File: src/rtl/arp_sched_pkg.sv
// Shared types and widths for the ARP reply scheduler.
package arp_sched_pkg;

  localparam int MAC_W = 48;
  localparam int IP_W  = 32;

  typedef enum logic [1:0] {
    IDLE,
    LAUNCH,
    WAIT_DONE,
    GAP
  } state_t;

  typedef struct packed {
    logic [MAC_W-1:0] mac;
    logic [IP_W-1:0]  ip;
  } entry_t;

endpackage

File: src/rtl/arp_reply_scheduler_if.sv
// Request, generator handshake and statistics bundle of the ARP reply scheduler.
interface arp_reply_scheduler_if;
  import arp_sched_pkg::*;

  logic             ENABLE;
  logic             REQ_VALID;
  logic             REQ_READY;
  logic [MAC_W-1:0] REQ_MAC;
  logic [IP_W-1:0]  REQ_IP;
  logic             GEN_START;
  logic [MAC_W-1:0] GEN_MAC;
  logic [IP_W-1:0]  GEN_IP;
  logic             GEN_DONE;
  logic             IDLE;
  logic [15:0]      STAT_SENT;
  logic [15:0]      STAT_DROPPED;
  logic [7:0]       STAT_TIMEOUT;

  // Environment side: issues requests, runs the frame generator, reads statistics.
  modport master (
    output ENABLE, REQ_VALID, REQ_MAC, REQ_IP, GEN_DONE,
    input  REQ_READY, GEN_START, GEN_MAC, GEN_IP, IDLE,
    input  STAT_SENT, STAT_DROPPED, STAT_TIMEOUT
  );

  // Scheduler side.
  modport slave (
    input  ENABLE, REQ_VALID, REQ_MAC, REQ_IP, GEN_DONE,
    output REQ_READY, GEN_START, GEN_MAC, GEN_IP, IDLE,
    output STAT_SENT, STAT_DROPPED, STAT_TIMEOUT
  );

endinterface

File: src/rtl/arp_req_fifo.sv
// Pending ARP request queue. The head stays resident until popped so that an
// in-flight request still takes part in the duplicate IP comparison.
module arp_req_fifo
  import arp_sched_pkg::*;
#(
  parameter int DEPTH = 4
) (
  input  logic                   clk,
  input  logic                   rst,
  input  logic                   push,
  input  entry_t                 push_entry,
  input  logic                   pop,
  input  logic [IP_W-1:0]        cmp_ip,
  output entry_t                 head,
  output logic [$clog2(DEPTH):0] count,
  output logic                   dup
);

  localparam int PTR_W = $clog2(DEPTH);

  entry_t           mem_q [DEPTH];
  entry_t           mem_d [DEPTH];
  logic [PTR_W-1:0] wr_ptr_q, wr_ptr_d;
  logic [PTR_W-1:0] rd_ptr_q, rd_ptr_d;
  logic [PTR_W:0]   count_q, count_d;
  logic             do_pop;
  logic [PTR_W-1:0] off;

  // Next-state of storage, pointers and occupancy; pointers wrap naturally.
  always_comb begin
    do_pop   = pop && (count_q != '0);
    mem_d    = mem_q;
    wr_ptr_d = wr_ptr_q;
    rd_ptr_d = rd_ptr_q;
    count_d  = count_q;
    if (push) begin
      mem_d[wr_ptr_q] = push_entry;
      wr_ptr_d        = wr_ptr_q + 1'b1;
    end
    if (do_pop) begin
      rd_ptr_d = rd_ptr_q + 1'b1;
    end
    case ({push, do_pop})
      2'b10:   count_d = count_q + 1'b1;
      2'b01:   count_d = count_q - 1'b1;
      default: count_d = count_q;
    endcase
  end

  // Parallel IP compare over the occupied slots (offset from head < count).
  always_comb begin
    dup = 1'b0;
    off = '0;
    for (int i = 0; i < DEPTH; i++) begin
      off = PTR_W'(i) - rd_ptr_q;
      if (({1'b0, off} < count_q) && (mem_q[i].ip == cmp_ip)) begin
        dup = 1'b1;
      end
    end
  end

  // Control state: pointers and occupancy.
  always_ff @(posedge clk) begin
    if (rst) begin
      wr_ptr_q <= '0;
      rd_ptr_q <= '0;
      count_q  <= '0;
    end else begin
      wr_ptr_q <= wr_ptr_d;
      rd_ptr_q <= rd_ptr_d;
      count_q  <= count_d;
    end
  end

  // Entry storage; contents are qualified by occupancy, so no reset needed.
  always_ff @(posedge clk) begin
    mem_q <= mem_d;
  end

  assign head  = mem_q[rd_ptr_q];
  assign count = count_q;

endmodule

File: src/rtl/arp_reply_scheduler.sv
// Launches one ARP reply at a time from the pending queue, with inter-frame gap,
// generator timeout recovery and saturating statistics.
module arp_reply_scheduler
  import arp_sched_pkg::*;
#(
  parameter int DEPTH      = 4,
  parameter int GAP_CYCLES = 12,
  parameter int TIMEOUT    = 2048
) (
  input logic                  CLK_TX,
  input logic                  ARESET,
  arp_reply_scheduler_if.slave bus
);

  localparam int CNT_W = $clog2(DEPTH) + 1;
  localparam int TMO_W = $clog2(TIMEOUT);
  localparam int GAP_W = $clog2(GAP_CYCLES + 1);
  localparam logic [TMO_W-1:0] TMO_LAST = TMO_W'(TIMEOUT - 1);
  localparam logic [GAP_W-1:0] GAP_LAST = GAP_W'(GAP_CYCLES - 1);

  function automatic logic [15:0] sat_inc16(input logic [15:0] v);
    return (v == 16'hFFFF) ? v : v + 16'd1;
  endfunction

  function automatic logic [7:0] sat_inc8(input logic [7:0] v);
    return (v == 8'hFF) ? v : v + 8'd1;
  endfunction

  state_t           state_q, state_d;
  logic [TMO_W-1:0] tmo_q, tmo_d;
  logic [GAP_W-1:0] gap_q, gap_d;
  logic [MAC_W-1:0] gen_mac_q, gen_mac_d;
  logic [IP_W-1:0]  gen_ip_q, gen_ip_d;
  logic [15:0]      sent_q, sent_d;
  logic [15:0]      dropped_q, dropped_d;
  logic [7:0]       timeouts_q, timeouts_d;

  entry_t           fifo_head;
  entry_t           req_entry;
  logic [CNT_W-1:0] fifo_count;
  logic             fifo_dup;
  logic             req_ready;
  logic             accept;
  logic             drop;
  logic             load;
  logic             pop;
  logic             gen_start;
  logic             sent_inc;
  logic             tmo_inc;

  assign req_entry = '{mac: bus.REQ_MAC, ip: bus.REQ_IP};
  assign req_ready = fifo_count < CNT_W'(DEPTH);
  assign accept    = bus.REQ_VALID && req_ready && !fifo_dup;
  assign drop      = bus.REQ_VALID && (!req_ready || fifo_dup);

  arp_req_fifo #(.DEPTH(DEPTH)) u_fifo (
    .clk        (CLK_TX),
    .rst        (ARESET),
    .push       (accept),
    .push_entry (req_entry),
    .pop        (pop),
    .cmp_ip     (bus.REQ_IP),
    .head       (fifo_head),
    .count      (fifo_count),
    .dup        (fifo_dup)
  );

  // FSM state register.
  always_ff @(posedge CLK_TX) begin
    if (ARESET) begin
      state_q <= IDLE;
    end else begin
      state_q <= state_d;
    end
  end

  // FSM next-state: ENABLE only gates leaving IDLE; GEN_DONE beats the timeout.
  always_comb begin
    state_d = state_q;
    case (state_q)
      IDLE:      if (bus.ENABLE && (fifo_count != '0)) state_d = LAUNCH;
      LAUNCH:    state_d = WAIT_DONE;
      WAIT_DONE: if (bus.GEN_DONE || (tmo_q == TMO_LAST)) state_d = GAP;
      GAP:       if (gap_q == '0) state_d = IDLE;
      default:   state_d = IDLE;
    endcase
  end

  // FSM outputs and counter updates per state.
  always_comb begin
    load      = 1'b0;
    pop       = 1'b0;
    gen_start = 1'b0;
    sent_inc  = 1'b0;
    tmo_inc   = 1'b0;
    tmo_d     = tmo_q;
    gap_d     = gap_q;
    case (state_q)
      IDLE: begin
        load = bus.ENABLE && (fifo_count != '0);
      end
      LAUNCH: begin
        gen_start = 1'b1;
        tmo_d     = '0;
      end
      WAIT_DONE: begin
        if (bus.GEN_DONE) begin
          pop      = 1'b1;
          sent_inc = 1'b1;
          gap_d    = GAP_LAST;
        end else if (tmo_q == TMO_LAST) begin
          pop     = 1'b1;
          tmo_inc = 1'b1;
          gap_d   = GAP_LAST;
        end else begin
          tmo_d = tmo_q + 1'b1;
        end
      end
      GAP: begin
        if (gap_q != '0) gap_d = gap_q - 1'b1;
      end
      default: ;
    endcase
  end

  // Target registers hold from launch until the next launch; statistics saturate.
  always_comb begin
    gen_mac_d  = load ? fifo_head.mac : gen_mac_q;
    gen_ip_d   = load ? fifo_head.ip  : gen_ip_q;
    sent_d     = sent_inc ? sat_inc16(sent_q) : sent_q;
    dropped_d  = drop ? sat_inc16(dropped_q) : dropped_q;
    timeouts_d = tmo_inc ? sat_inc8(timeouts_q) : timeouts_q;
  end

  // Counters, target registers and statistics.
  always_ff @(posedge CLK_TX) begin
    if (ARESET) begin
      tmo_q      <= '0;
      gap_q      <= '0;
      gen_mac_q  <= '0;
      gen_ip_q   <= '0;
      sent_q     <= '0;
      dropped_q  <= '0;
      timeouts_q <= '0;
    end else begin
      tmo_q      <= tmo_d;
      gap_q      <= gap_d;
      gen_mac_q  <= gen_mac_d;
      gen_ip_q   <= gen_ip_d;
      sent_q     <= sent_d;
      dropped_q  <= dropped_d;
      timeouts_q <= timeouts_d;
    end
  end

  assign bus.REQ_READY    = req_ready;
  assign bus.GEN_START    = gen_start;
  assign bus.GEN_MAC      = gen_mac_q;
  assign bus.GEN_IP       = gen_ip_q;
  assign bus.IDLE         = (state_q == IDLE) && (fifo_count == '0);
  assign bus.STAT_SENT    = sent_q;
  assign bus.STAT_DROPPED = dropped_q;
  assign bus.STAT_TIMEOUT = timeouts_q;

endmodule
File: src/flat_wrapper.sv
// flat-port wrapper written by rule: the top's interface ports become plain ports
module arp_reply_scheduler_flat import arp_sched_pkg::*;
#(
  parameter int DEPTH      = 4,
  parameter int GAP_CYCLES = 12,
  parameter int TIMEOUT    = 2048
)
  (CLK_TX, ARESET, bus_ENABLE, bus_REQ_VALID, bus_REQ_MAC, bus_REQ_IP, bus_GEN_DONE, bus_REQ_READY, bus_GEN_START, bus_GEN_MAC, bus_GEN_IP, bus_IDLE, bus_STAT_SENT, bus_STAT_DROPPED, bus_STAT_TIMEOUT);
  arp_reply_scheduler_if bus_i ();
  input logic CLK_TX;
  input logic ARESET;
  input wire logic [$bits(bus_i.ENABLE)-1:0] bus_ENABLE;
  input wire logic [$bits(bus_i.REQ_VALID)-1:0] bus_REQ_VALID;
  input wire logic [$bits(bus_i.REQ_MAC)-1:0] bus_REQ_MAC;
  input wire logic [$bits(bus_i.REQ_IP)-1:0] bus_REQ_IP;
  input wire logic [$bits(bus_i.GEN_DONE)-1:0] bus_GEN_DONE;
  output wire logic [$bits(bus_i.REQ_READY)-1:0] bus_REQ_READY;
  output wire logic [$bits(bus_i.GEN_START)-1:0] bus_GEN_START;
  output wire logic [$bits(bus_i.GEN_MAC)-1:0] bus_GEN_MAC;
  output wire logic [$bits(bus_i.GEN_IP)-1:0] bus_GEN_IP;
  output wire logic [$bits(bus_i.IDLE)-1:0] bus_IDLE;
  output wire logic [$bits(bus_i.STAT_SENT)-1:0] bus_STAT_SENT;
  output wire logic [$bits(bus_i.STAT_DROPPED)-1:0] bus_STAT_DROPPED;
  output wire logic [$bits(bus_i.STAT_TIMEOUT)-1:0] bus_STAT_TIMEOUT;
  assign bus_i.ENABLE = bus_ENABLE;
  assign bus_i.REQ_VALID = bus_REQ_VALID;
  assign bus_i.REQ_MAC = bus_REQ_MAC;
  assign bus_i.REQ_IP = bus_REQ_IP;
  assign bus_i.GEN_DONE = bus_GEN_DONE;
  assign bus_REQ_READY = bus_i.REQ_READY;
  assign bus_GEN_START = bus_i.GEN_START;
  assign bus_GEN_MAC = bus_i.GEN_MAC;
  assign bus_GEN_IP = bus_i.GEN_IP;
  assign bus_IDLE = bus_i.IDLE;
  assign bus_STAT_SENT = bus_i.STAT_SENT;
  assign bus_STAT_DROPPED = bus_i.STAT_DROPPED;
  assign bus_STAT_TIMEOUT = bus_i.STAT_TIMEOUT;
  arp_reply_scheduler #(.DEPTH(DEPTH), .GAP_CYCLES(GAP_CYCLES), .TIMEOUT(TIMEOUT)) u_core (.CLK_TX(CLK_TX), .ARESET(ARESET), .bus(bus_i));
endmodule
File: config.mk
export PLATFORM = sky130hd
export DESIGN_NAME = arp_reply_scheduler_flat
export DESIGN_NICKNAME = d
export VERILOG_FILES = /design/src/rtl/arp_sched_pkg.sv /design/src/rtl/arp_reply_scheduler_if.sv /design/src/rtl/arp_req_fifo.sv /design/src/rtl/arp_reply_scheduler.sv /design/src/flat_wrapper.sv
export SDC_FILE = /design/constraint.sdc
export NUM_CORES = 1
export LEC_CHECK = 0
export BUFFER_PORTS_ARGS = -buffer_cell sky130_fd_sc_hd__buf_2
export CAP_MARGIN = 10
export CORE_ASPECT_RATIO = 0.8
export CORE_MARGIN = 2
export CORE_UTILIZATION = 30
export CTS_BUF_LIST = sky130_fd_sc_hd__clkbuf_8
export CTS_CLUSTER_DIAMETER = 150
export DETAILED_ROUTE_END_ITERATION = 12
export PLACE_DENSITY = 0.5
export SYNTH_ARGS = -nofsm -noshare
export SYNTH_HDL_FRONTEND = slang
export SYNTH_HIERARCHICAL = 1
export SYNTH_SLANG_ARGS = --single-unit
File: constraint.sdc
create_clock -name CLK_TX -period 5.7 [get_ports CLK_TX]
set_input_delay 1.14 -clock CLK_TX [delete_from_list [all_inputs] [get_ports CLK_TX]]
set_output_delay 1.14 -clock CLK_TX [all_outputs]
set_load 0.02 [all_outputs]
==> results of run 1 <==
-- flip-flops by register name (all words and copies together), names as in the netlist --
name	flops
u_core/state_q	2
u_core/u_fifo/mem_q	320
u_core/u_fifo/rd_ptr_q	2
u_core/tmo_q	11
u_core/bus.STAT_TIMEOUT	8
u_core/bus.GEN_MAC	48
u_core/u_fifo/count	3
u_core/bus.STAT_DROPPED	16
u_core/bus.GEN_IP	32
u_core/bus.STAT_SENT	16
u_core/u_fifo/wr_ptr_q	2
u_core/gap_q	4
-- layer usage --
metal / track usage, % / routed length, um
met3: 5.09 / 3510
met5: 0 / 70
met1: 21.0 / 23300
met2: 23.7 / 23000
met4: 5.17 / 1130
-- per-stage QoR --
step	worst slack, ps	hold slack [ps]	power [mW]	area, um2
floorplan	652	462	4.67	19100
global placement	867	440	5.11	21100
detailed placement	877	445	5.12	21100
CTS	1300	453	8.25	22700
global route	1100	469	8.50	22800
finish	1360	450	8.10	22800
-- power groups by stage --
stage | logic [mW] | clock network, mW | registers [mW]
final | 1.08 | 3.07 | 3.96
after global routing | 1.19 | 3.33 | 3.98
after CTS | 1.10 | 3.19 | 3.96
after detailed placement | 1.10 | 0 | 4.03
after global placement | 1.09 | 0 | 4.02
after floorplan | 0.569 | 0 | 4.10
-- cells in the final DEF, fill, tap and decap left out, drive strengths merged, types with 4 or more instances in the layout --
cell type	count
edfxtp	320
buf	226
nand2	189
dfxtp	144
xor2	107
a21oi	100
clkbuf	92
mux4	80
inv	63
xnor2	53
nor2	53
nor4	39
nand4	28
ha	20
nand3	19
clkinv	16
o21ai	11
nor3	11
o211ai	8
o31ai	7
and2	7
mux2i	6
o21a	5
a211oi	5
diode	4
or3	4
or4	4
-- final timing paths --
check                       startpoint                  endpoint
max          u_core/u_fifo/rd_ptr_q[1]  u_core/u_fifo/mem_q[173]
max reg2reg  u_core/u_fifo/rd_ptr_q[1]  u_core/u_fifo/mem_q[173]
min reg2reg     u_core/bus.GEN_MAC[39]    u_core/bus.GEN_MAC[39]
min             u_core/bus.GEN_MAC[39]    u_core/bus.GEN_MAC[39]
-- layout make-up --
cell class                 count  area share, %
sequential                   464           54.9
multi-input combinational    796           27.3
clock buffer                  92           5.56
timing repair buffer         226           5.47
tap                          840           4.62
antenna                        4         0.0440
clock inverter                58           1.62
inverter                      25          0.412
-- worst max-delay path: cells and delay by family (launching register included) --
kind / cells / cell delay, ps
adders and majority gates: 1 / 270
AOI/OAI and AO/OA: 1 / 190
and+or+nand+nor: 5 / 2250
buffers and inverters: 2 / 900
DFF: 1 / 360
-- logic make-up after synthesis --
| family | after synthesis | share of synthesized area (%) |
|---|---|---|
| AO/OA/AOI/OAI | 154 | 4.83 |
| XOR/XNOR | 160 | 7.36 |
| adder cells (fa/ha/maj) | 21 | 1.42 |
| buffers and inverters | 83 | 1.87 |
| flip-flops | 464 | 65.6 |
| multiplexers | 86 | 9.77 |
| AND/OR/NAND/NOR | 375 | 9.18 |
==> reports/metrics.yaml, run 1 <==
status:
  status: "complete, no violations"
job:
  timing.max_cap.violations: 0
clock_tree:
  post_cts_buffers: 0
  holdBufCountCts: 0
  h-tree-depth: 3
  cts_resized: 0
  cts.clk_slew.worst_paths_ps: 60
  clk_latency_ps: 680
  cts_made_buffers: 80
  cts-root-buf: "clkbuf_8"
  cts_tree: "done"
  cts_buffer_depth: 3
  numClockSinks: 464
finish:
  fillers: 6069
  drive_gt1_share_pct: 26.1
  fin_cells: 2505
  syn_to_final_growth_pct: 19.4
  multi_input_area_um2: 6220
  regArea_um2: 12500
  fin_util_pct: 36.3
  final_nets: 1699
yosys:
  syn_avg_cell_area_um2: 14.2
  ys_ff_latch: 464
  ys_top_cells_by_count: "edfxtp_1 (320), nand2_1 (189), dfxtp_1 (144)"
  netlist_top_cells_area: "edfxtp_1 (50%), dfxtp_1 (15%), mux4_2 (9.5%)"
  synth_edf_count: 320
  yosysUniqueCellTypes: 57
  syn_nets: 1449
  yosysMostFrequentCell: "edfxtp_1"
  ys.flop_type: "edfxtp_1"
  async_reset_ff_share_pct: 0
  syn_inst: 1343
  netlist_area_um2: 19100
  synth_top_cell_area_share_pct: 50.4
  ys_seq_area_share_pct: 65.6
  ys_warn_count: 6
  yosysTopAreaCell: "edfxtp_1"
timing:
  final-max-slew-violation-count: 0
  finalSetupTns_ps: 0
  rsz0062_at_grt: "no"
  slew-limit-headroom_pct: 32.0
  finalCritPeriodShare_pct: 76.2
  finClkSkew_ps: 41.5
  finalWorstPathRequiredPeriod_ps: 4340
  setup_viol: 0
  tightest_slew_ps: 1010
  max_clock_freq_mhz: 230
  final_hold_viol_count: 0
pwr:
  cellPowerDensity_nw_per_um2: 356
  vdd_ir_drop_max_mv: 0.163
  power_frac_seq_pct: 48.8
  p_switching_mw: 2.26
  switching_share_pct: 27.9
  p_leak_nw: 7.95
  p_clk_share_pct: 37.9
  p_int_mw: 5.84
  comb_power_share_pct: 13.3
place:
  gp_congestion: 0.848
  port_buffers: 207
  place_inst: 2351
  dp_hpwl_mm: 32.3
floorplanning:
  fp.dieArea_um2: 65500
  core-area_um2: 62700
  pin_count: 208
  die_h_um: 229
  rows: 82
  start_util_pct: 30.4
  die_w_um: 286
worst_setup_path:
  crit_path_top_delay_cell: "and2_4"
  cp.arrival_ps: 4720
  r2r_cells: 9
  cp_cell_sequence: "buf_4, ha_1, nor2_1, o211ai_1, nor4_1, or4_1, nor3b_1, and2_4, buf_12"
  endpoint_kind: "flop"
  start_kind: "flop"
  critPathRequiredTime_ps: 6070
  critPathMaxStageDelay_ps: 770
  r2r_slack_ps: 1360
  path_class: "reg -> reg"
  cp_max_fo: 45
detailed_routing:
  drc: 0
  ant_nets: 0
  viasPerCell: 4.77
  finalWirelength_mm: 51.1
  vias: 11960
  drtPass1Iterations: 5
  wl_per_cell_um: 20.4
  drt_first_iter_violations: 771
global_routing:
  grt_pass1_vias: 12268
  antenna_found_initial: 13
  grt-ovfl-total: 0
  grt_usage_pct: 15.6
  grt_max_degree: 64
  grt_pass1_wl_mm: 77.0
min_path:
  hold_class: "reg -> reg"
  hold_path_depth: 2
(Power assumes the default switching activity.)
==> inputs of run 2 (changes only) <==
Settings changed: PLACE_DENSITY 0.5 to 0.52.
Clock period 5.7 ns to 3.6 ns, I/O delays scaled along.
==> reports/metrics.yaml, run 2 (same netlist as run 1, synthesis figures left out) <==
clock_tree:
  cts_tree: "done"  # unchanged
  cts_made_buffers: 79  # was 80
  holdBufCountCts: 0  # unchanged
  cts-root-buf: "clkbuf_8"  # unchanged
  cts_buffer_depth: 3  # unchanged
  cts_resized: 0  # unchanged
  numClockSinks: 464  # unchanged
  h-tree-depth: 3  # unchanged
  clk_latency_ps: 680  # about the same
  post_cts_buffers: 0  # unchanged
  cts.clk_slew.worst_paths_ps: 60  # about the same
global_routing:
  grt_pass1_vias: 12093  # was 12268
  grt_max_degree: 59  # was 64
  antenna_found_initial: 12  # was 13
  grt-ovfl-total: 0  # unchanged
  grt_usage_pct: 15.0  # was 15.6%
  grt_pass1_wl_mm: 74.3  # was 77.0 mm
detailed_routing:
  finalWirelength_mm: 49.2  # was 51.1 mm
  vias: 12029  # was 11960
  drtPass1Iterations: 4  # was 5
  wl_per_cell_um: 19.3  # was 20.4 um
  ant_nets: 0  # unchanged
  drt_first_iter_violations: 771  # unchanged
  drc: 0  # unchanged
  viasPerCell: 4.72  # was 4.77
worst_setup_path:
  critPathMaxStageDelay_ps: 540  # was 770 ps
  cp_cell_sequence: "xor2_1, nor4_1, nand4_1, nor4_1, or4_1, o21ai_0, buf_4, nor4_1, nand3_1, or3_1, a21oi_1"  # was buf_4, ha_1, nor2_1, o211ai_1, nor4_1, or4_1, nor3b_1, and2_4, buf_12
  cp.arrival_ps: 3910  # was 4720 ps
  r2r-end: "u_core/bus.STAT_DROPPED[14]"  # was u_core/u_fifo/mem_q[173]
  endpoint_kind: "flop"  # unchanged
  critPathRequiredTime_ps: 4170  # was 6070 ps
  crit_top_cell: "nor4_1"
  rr_startpoint: "u_core/u_fifo/mem_q[185]"  # was u_core/u_fifo/rd_ptr_q[1]
  start_kind: "flop"  # unchanged
  path_class: "reg -> reg"  # unchanged
  cp_max_fo: 4  # was 45
  r2r_cells: 11  # was 9
  crit_path_top_delay_cell: "nor4_1"  # was and2_4
  r2r_slack_ps: 260  # was 1360 ps
min_path:
  hold_path_depth: 1  # was 2
  min_from: "bus_REQ_MAC[25]"  # was u_core/bus.GEN_MAC[39]
  hold_class: "in -> reg"  # was reg -> reg
  min_to: "u_core/u_fifo/mem_q[57]"  # was u_core/bus.GEN_MAC[39]
timing:
  finalWorstPathRequiredPeriod_ps: 3340  # was 4340 ps
  setup_viol: 0  # unchanged
  final-max-slew-violation-count: 0  # unchanged
  finalCritPeriodShare_pct: 92.8  # was 76.2%
  final_hold_viol_count: 0  # unchanged
  hold_slack_ps: 249  # was 450 ps
  finalSetupTns_ps: 0  # unchanged
  worst_slack_ps: 260  # was 1360 ps
  tightest_slew_ps: 1060  # was 1010 ps
  finClkSkew_ps: 46.9  # was 41.5 ps
  max_clock_freq_mhz: 299  # was 230 MHz
  rsz0062_at_grt: "no"  # unchanged
  slew-limit-headroom_pct: 29.0  # was 32.0%
finish:
  final_cell_mix: "edfxtp_1 (320), buf_2 (206), nand2_1 (189), dfxtp_1 (142), xor2_1 (107)"  # unchanged
  layout.cells.most_common: "edfxtp_1"  # unchanged
  drive_gt1_share_pct: 28.3  # was 26.1%
  fin_cells: 2547  # was 2505
  syn_to_final_growth_pct: 21.7  # was 19.4%
  top_register: "u_core/u_fifo/mem_q"  # unchanged
  largest_register_ffs: 320  # unchanged
  final_nets: 1747  # was 1699
place:
  port_buffers: 207  # unchanged
  dp_hpwl_mm: 32.3  # about the same
  gp_congestion: 0.816  # was 0.848
  dp_slack_ps: -195  # was 877 ps
  place_inst: 2400  # was 2351
floorplanning:
  core-area_um2: 62700  # unchanged
  fp.dieArea_um2: 65500  # unchanged
  start_util_pct: 30.4  # unchanged
  die_h_um: 229  # unchanged
  rows: 82  # unchanged
  die_w_um: 286  # unchanged
  pin_count: 208  # unchanged
pwr:
  power_mw: 12.7  # was 8.10 mW
  p_leak_nw: 8.18  # was 7.95 nW
  vdd_ir_drop_max_mv: 0.280  # was 0.163 mV
  cellPowerDensity_nw_per_um2: 549  # was 356 nW/um2
job:
  timing.max_cap.violations: 0  # unchanged
status:
  status: "complete, no violations"  # unchanged
==> run 2: power by group <==
group / internal [mW] / switching (mW) / total, mW
clock: 2.49 / 2.20 / 4.70
sequential: 6.08 / 0.178 / 6.26
combinational: 0.644 / 1.13 / 1.77
total: 9.22 / 3.51 / 12.7
==> run 2: layout make-up <==
cell class	count	area (um2)
diodes	3	7.51
clock buffers	88	1210
clock inverters	56	369
fillers	6055	39500
inverters	25	93.8
multi-input cells	796	6240
flip-flops and latches	464	12500
well taps	840	1050
repair buffers	275	1710
==> run 2: per-stage QoR <==
step | util [%] | instance area, um2
6_report | 37.0 | 23200
5_1_grt | 37.0 | 23200
4_1_cts | 37.0 | 23200
3_5_place_dp | 34.4 | 21600
3_3_place_gp | 34.4 | 21600
2_1_floorplan | - | 19100
==> run 2: critical path, delay by kind of cell, from the launching register on <==
| family | cells | cell delay (ps) |
|---|---|---|
| AOI/OAI and AO/OA | 2 | 280 |
| xor gates and xnor gates | 1 | 230 |
| buffers and inverters | 1 | 200 |
| and+or+nand+nor | 7 | 2130 |
| DFF | 1 | 400 |
==> run 2: worst max path at each step <==
stage / startpoint / end / slack, ps / cells after the start
after global routing: u_core/u_fifo/mem_q[185] / u_core/bus.STAT_DROPPED[14] / 10 / 11
after detailed placement: bus_REQ_IP[14] / u_core/bus.STAT_DROPPED[14] / -200 / 13
final: u_core/u_fifo/mem_q[185] / u_core/bus.STAT_DROPPED[14] / 260 / 11
after floorplan: u_core/u_fifo/rd_ptr_q[0] / u_core/u_fifo/mem_q[0] / 40 / 12
after global placement: bus_REQ_IP[24] / u_core/bus.STAT_DROPPED[14] / -150 / 13
after CTS: u_core/u_fifo/mem_q[174] / u_core/bus.STAT_DROPPED[14] / 240 / 12
==> run 2: routing by layer <==
layer / wire length (um) / track usage [%] / vias up
li1: - / - / 5630
met1: 22600 / 20.5 / 5982
met2: 22400 / 23.1 / 309
met3: 3240 / 4.54 / 92
met4: 912 / 4.02 / 16
met5: 119 / 0 / -
==> inputs of run 3 (changes only) <==
Settings changed: SYNTH_HIERARCHICAL 1 to not set.
==> reports/metrics.yaml, run 3 <==
clock_tree:
  h-tree-depth: 3  # unchanged
  holdBufCountCts: 0  # unchanged
  clk_latency_ps: 690  # was 680 ps
  cts_tree: "done"  # unchanged
  cts_buffer_depth: 3  # unchanged
  cts.clk_slew.worst_paths_ps: 70  # was 60 ps
  cts-root-buf: "clkbuf_8"  # unchanged
  numClockSinks: 464  # unchanged
  cts_made_buffers: 80  # was 79
yosys:
  yosysTopAreaCell: "edfxtp_1"  # unchanged
  syn_inst: 1330  # was 1343
  synth_top_cell_area_share_pct: 50.8  # was 50.4%
  syn_avg_cell_area_um2: 14.2  # about the same
  async_reset_ff_share_pct: 0  # unchanged
  syn_nets: 1434  # was 1449
  ys_ff_latch: 464  # unchanged
  yosysMostFrequentCell: "edfxtp_1"  # unchanged
  ys_seq_area_share_pct: 66.0  # was 65.6%
  ys.flop_type: "edfxtp_1"  # unchanged
  ys_warn_count: 0  # was 6
  netlist_top_cells_area: "edfxtp_1 (51%), dfxtp_1 (15%), mux4_2 (9.5%)"  # was edfxtp_1 (50%), dfxtp_1 (15%), mux4_2 (9.5%)
  netlist_area_um2: 18900  # was 19100 um2
  synth_edf_count: 320  # unchanged
  ys_top_cells_by_count: "edfxtp_1 (320), nand2_1 (184), dfxtp_1 (144)"  # was edfxtp_1 (320), nand2_1 (189), dfxtp_1 (144)
  yosysUniqueCellTypes: 49  # was 57
floorplanning:
  core-area_um2: 62500  # was 62700 um2
  pin_count: 208  # unchanged
  fp.dieArea_um2: 65100  # was 65500 um2
  start_util_pct: 30.3  # was 30.4%
  die_w_um: 285  # was 286 um
  die_h_um: 229  # about the same
  rows: 82  # unchanged
worst_setup_path:
  start_kind: "flop"  # unchanged
  critPathRequiredTime_ps: 4210  # was 4170 ps
  cp_max_fo: 2  # was 4
  path_class: "reg -> reg"  # unchanged
  endpoint_kind: "flop"  # unchanged
  r2r-end: "u_core.u_fifo.count[2]"  # was u_core/bus.STAT_DROPPED[14]
  r2r_slack_ps: 180  # was 260 ps
  r2r_cells: 13  # was 11
  rr_startpoint: "u_core.u_fifo.mem_q[267]"  # was u_core/u_fifo/mem_q[185]
  cp.arrival_ps: 4030  # was 3910 ps
finish:
  fillers: 6022  # was 6055
  largest_register_ffs: 320  # unchanged
  drive_gt1_share_pct: 28.8  # was 28.3%
  multi_input_area_um2: 6210  # was 6240 um2
  final_nets: 1725  # was 1747
  fin_area_um2: 23100  # was 23200 um2
  syn_to_final_growth_pct: 22.1  # was 21.7%
  top_register: "u_core.u_fifo.mem_q"  # was u_core/u_fifo/mem_q
  fin_util_pct: 37.0  # about the same
  layout.cells.most_common: "edfxtp_1"  # unchanged
  regArea_um2: 12500  # unchanged
  final_cell_mix: "edfxtp_1 (320), buf_2 (206), nand2_1 (184), dfxtp_1 (142), xor2_1 (134)"  # was edfxtp_1 (320), buf_2 (206), nand2_1 (189), dfxtp_1 (142), xor2_1 (107)
  fin_cells: 2534  # was 2547
global_routing:
  grt_pass1_vias: 12078  # was 12093
  grt_pass1_wl_mm: 74.8  # was 74.3 mm
  grt-ovfl-total: 0  # unchanged
  grt_usage_pct: 15.2  # was 15.0%
  antenna_found_initial: 12  # unchanged
  grt_max_degree: 51  # was 59
timing:
  finalSetupTns_ps: 0  # unchanged
  max_clock_freq_mhz: 293  # was 299 MHz
  tightest_slew_ps: 704  # was 1060 ps
  setup_viol: 0  # unchanged
  finClkSkew_ps: 44.7  # was 46.9 ps
  final-max-slew-violation-count: 0  # unchanged
  slew-limit-headroom_pct: 52.4  # was 29.0%
  final_hold_viol_count: 0  # unchanged
  hold_slack_ps: 239  # was 249 ps
  finalCritPeriodShare_pct: 94.9  # was 92.8%
  rsz0062_at_grt: "no"  # unchanged
  finalWorstPathRequiredPeriod_ps: 3420  # was 3340 ps
  worst_slack_ps: 183  # was 260 ps
detailed_routing:
  drt_first_iter_violations: 752  # was 771
  drc: 0  # unchanged
  wl_per_cell_um: 19.6  # was 19.3 um
  ant_nets: 0  # unchanged
  vias: 11897  # was 12029
  drtPass1Iterations: 6  # was 4
  finalWirelength_mm: 49.6  # was 49.2 mm
  viasPerCell: 4.69  # was 4.72
status:
  status: "complete, no violations"  # unchanged
pwr:
  cellPowerDensity_nw_per_um2: 544  # was 549 nW/um2
  power_mw: 12.6  # was 12.7 mW
  p_leak_nw: 8.20  # was 8.18 nW
  vdd_ir_drop_max_mv: 0.283  # was 0.280 mV
place:
  place_area_um2: 21400  # was 21600 um2
  port_buffers: 207  # unchanged
  dp_hpwl_mm: 32.3  # about the same
  dp_slack_ps: -301  # was -195 ps
  gp_congestion: 0.792  # was 0.816
  place_inst: 2378  # was 2400
min_path:
  hold_class: "in -> reg"  # unchanged
  hold_path_depth: 1  # unchanged
  min_to: "u_core.u_fifo.mem_q[318]"  # was u_core/u_fifo/mem_q[57]
  min_from: "bus_REQ_MAC[46]"  # was bus_REQ_MAC[25]
job:
  timing.max_cap.violations: 0  # unchanged
[run 3: changes by cell type after synthesis, sizes merged, moves of 5 or more]
cell and delta:
and3 +6, xor2 +27, nor2b +8, mux2 +9
a21oi -6, nor2 +7, xnor2 -26, nor4 -5
nand2 -5, o21a -5, nand3 +10, nand4 -9
o211ai -8
[run 3: final cells by class]
class | instances | area share [%]
antenna | 5 | 0.0541
inverter | 22 | 0.357
tap | 840 | 4.55
timing repair buffer | 266 | 6.94
clock buffer | 90 | 5.36
clock inverter | 60 | 1.79
sequential | 464 | 54.1
multi-input combinational | 787 | 26.9
[run 3: power by group]
part / internal [mW] / switching [mW]
registers: 6.02 / 0.144
logic: 0.531 / 0.974
clock network: 2.57 / 2.33
[run 3: timing repair]
item | in CTS | in global routing
resized for setup | 0 | 4
buffers inserted | 0 | 0
setup endpoints to repair | 0 | 1
[run 3: worst max-delay path: stages (launching register included)]
cell	delay, ps
edfxtp_1	420
xor2_1	180
nor4_1	620
nand4_1	270
o31ai_2	340
nor4_4	100
and2_1	180
inv_1	60
ha_1	150
inv_1	60
fa_1	370
xor2_1	160
or3_1	300
a21oi_1	140
[run 3: routing by layer]
metal	GRT usage, %	up-vias	share of wire (%)	wire, um
met5	0	-	0.093	46
met1	20.9	5988	46	22700
met4	4.14	10	1.7	851
met3	5.02	72	7.4	3680
met2	22.9	290	45	22300
li1	-	5537	-	-
[run 3: cell families (layout without fill, tap and decap cells)]
| group | after synthesis | in the layout | synth area share (%) |
|---|---|---|---|
| buffers and inverters | 79 | 438 | 1.63 |
| adder cells (fa/ha/maj) | 19 | 19 | 1.30 |
| other | 0 | 5 | 0 |
| AO/OA/AOI/OAI | 123 | 123 | 3.69 |
| flip-flops | 464 | 464 | 66.0 |
| multiplexers | 93 | 93 | 10.3 |
| XOR/XNOR | 161 | 161 | 7.45 |
| AND/OR/NAND/NOR | 391 | 391 | 9.68 |
[run 3: worst max-delay path by stage]
stage / startpoint / endpoint / slack [ps] / depth (start not counted)
detailed placement: bus_REQ_IP[27] / u_core.u_fifo.count[2] / -300 / 15
CTS: u_core.u_fifo.rd_ptr_q[1] / u_core.u_fifo.count[2] / 40 / 14
global route: u_core.u_fifo.rd_ptr_q[1] / u_core.u_fifo.count[2] / 20 / 14
floorplan: u_core.u_fifo.rd_ptr_q[0] / u_core.u_fifo.count[2] / 2 / 18
global placement: bus_REQ_IP[27] / u_core.u_fifo.count[2] / -370 / 15
finish: u_core.u_fifo.mem_q[267] / u_core.u_fifo.count[2] / 180 / 13
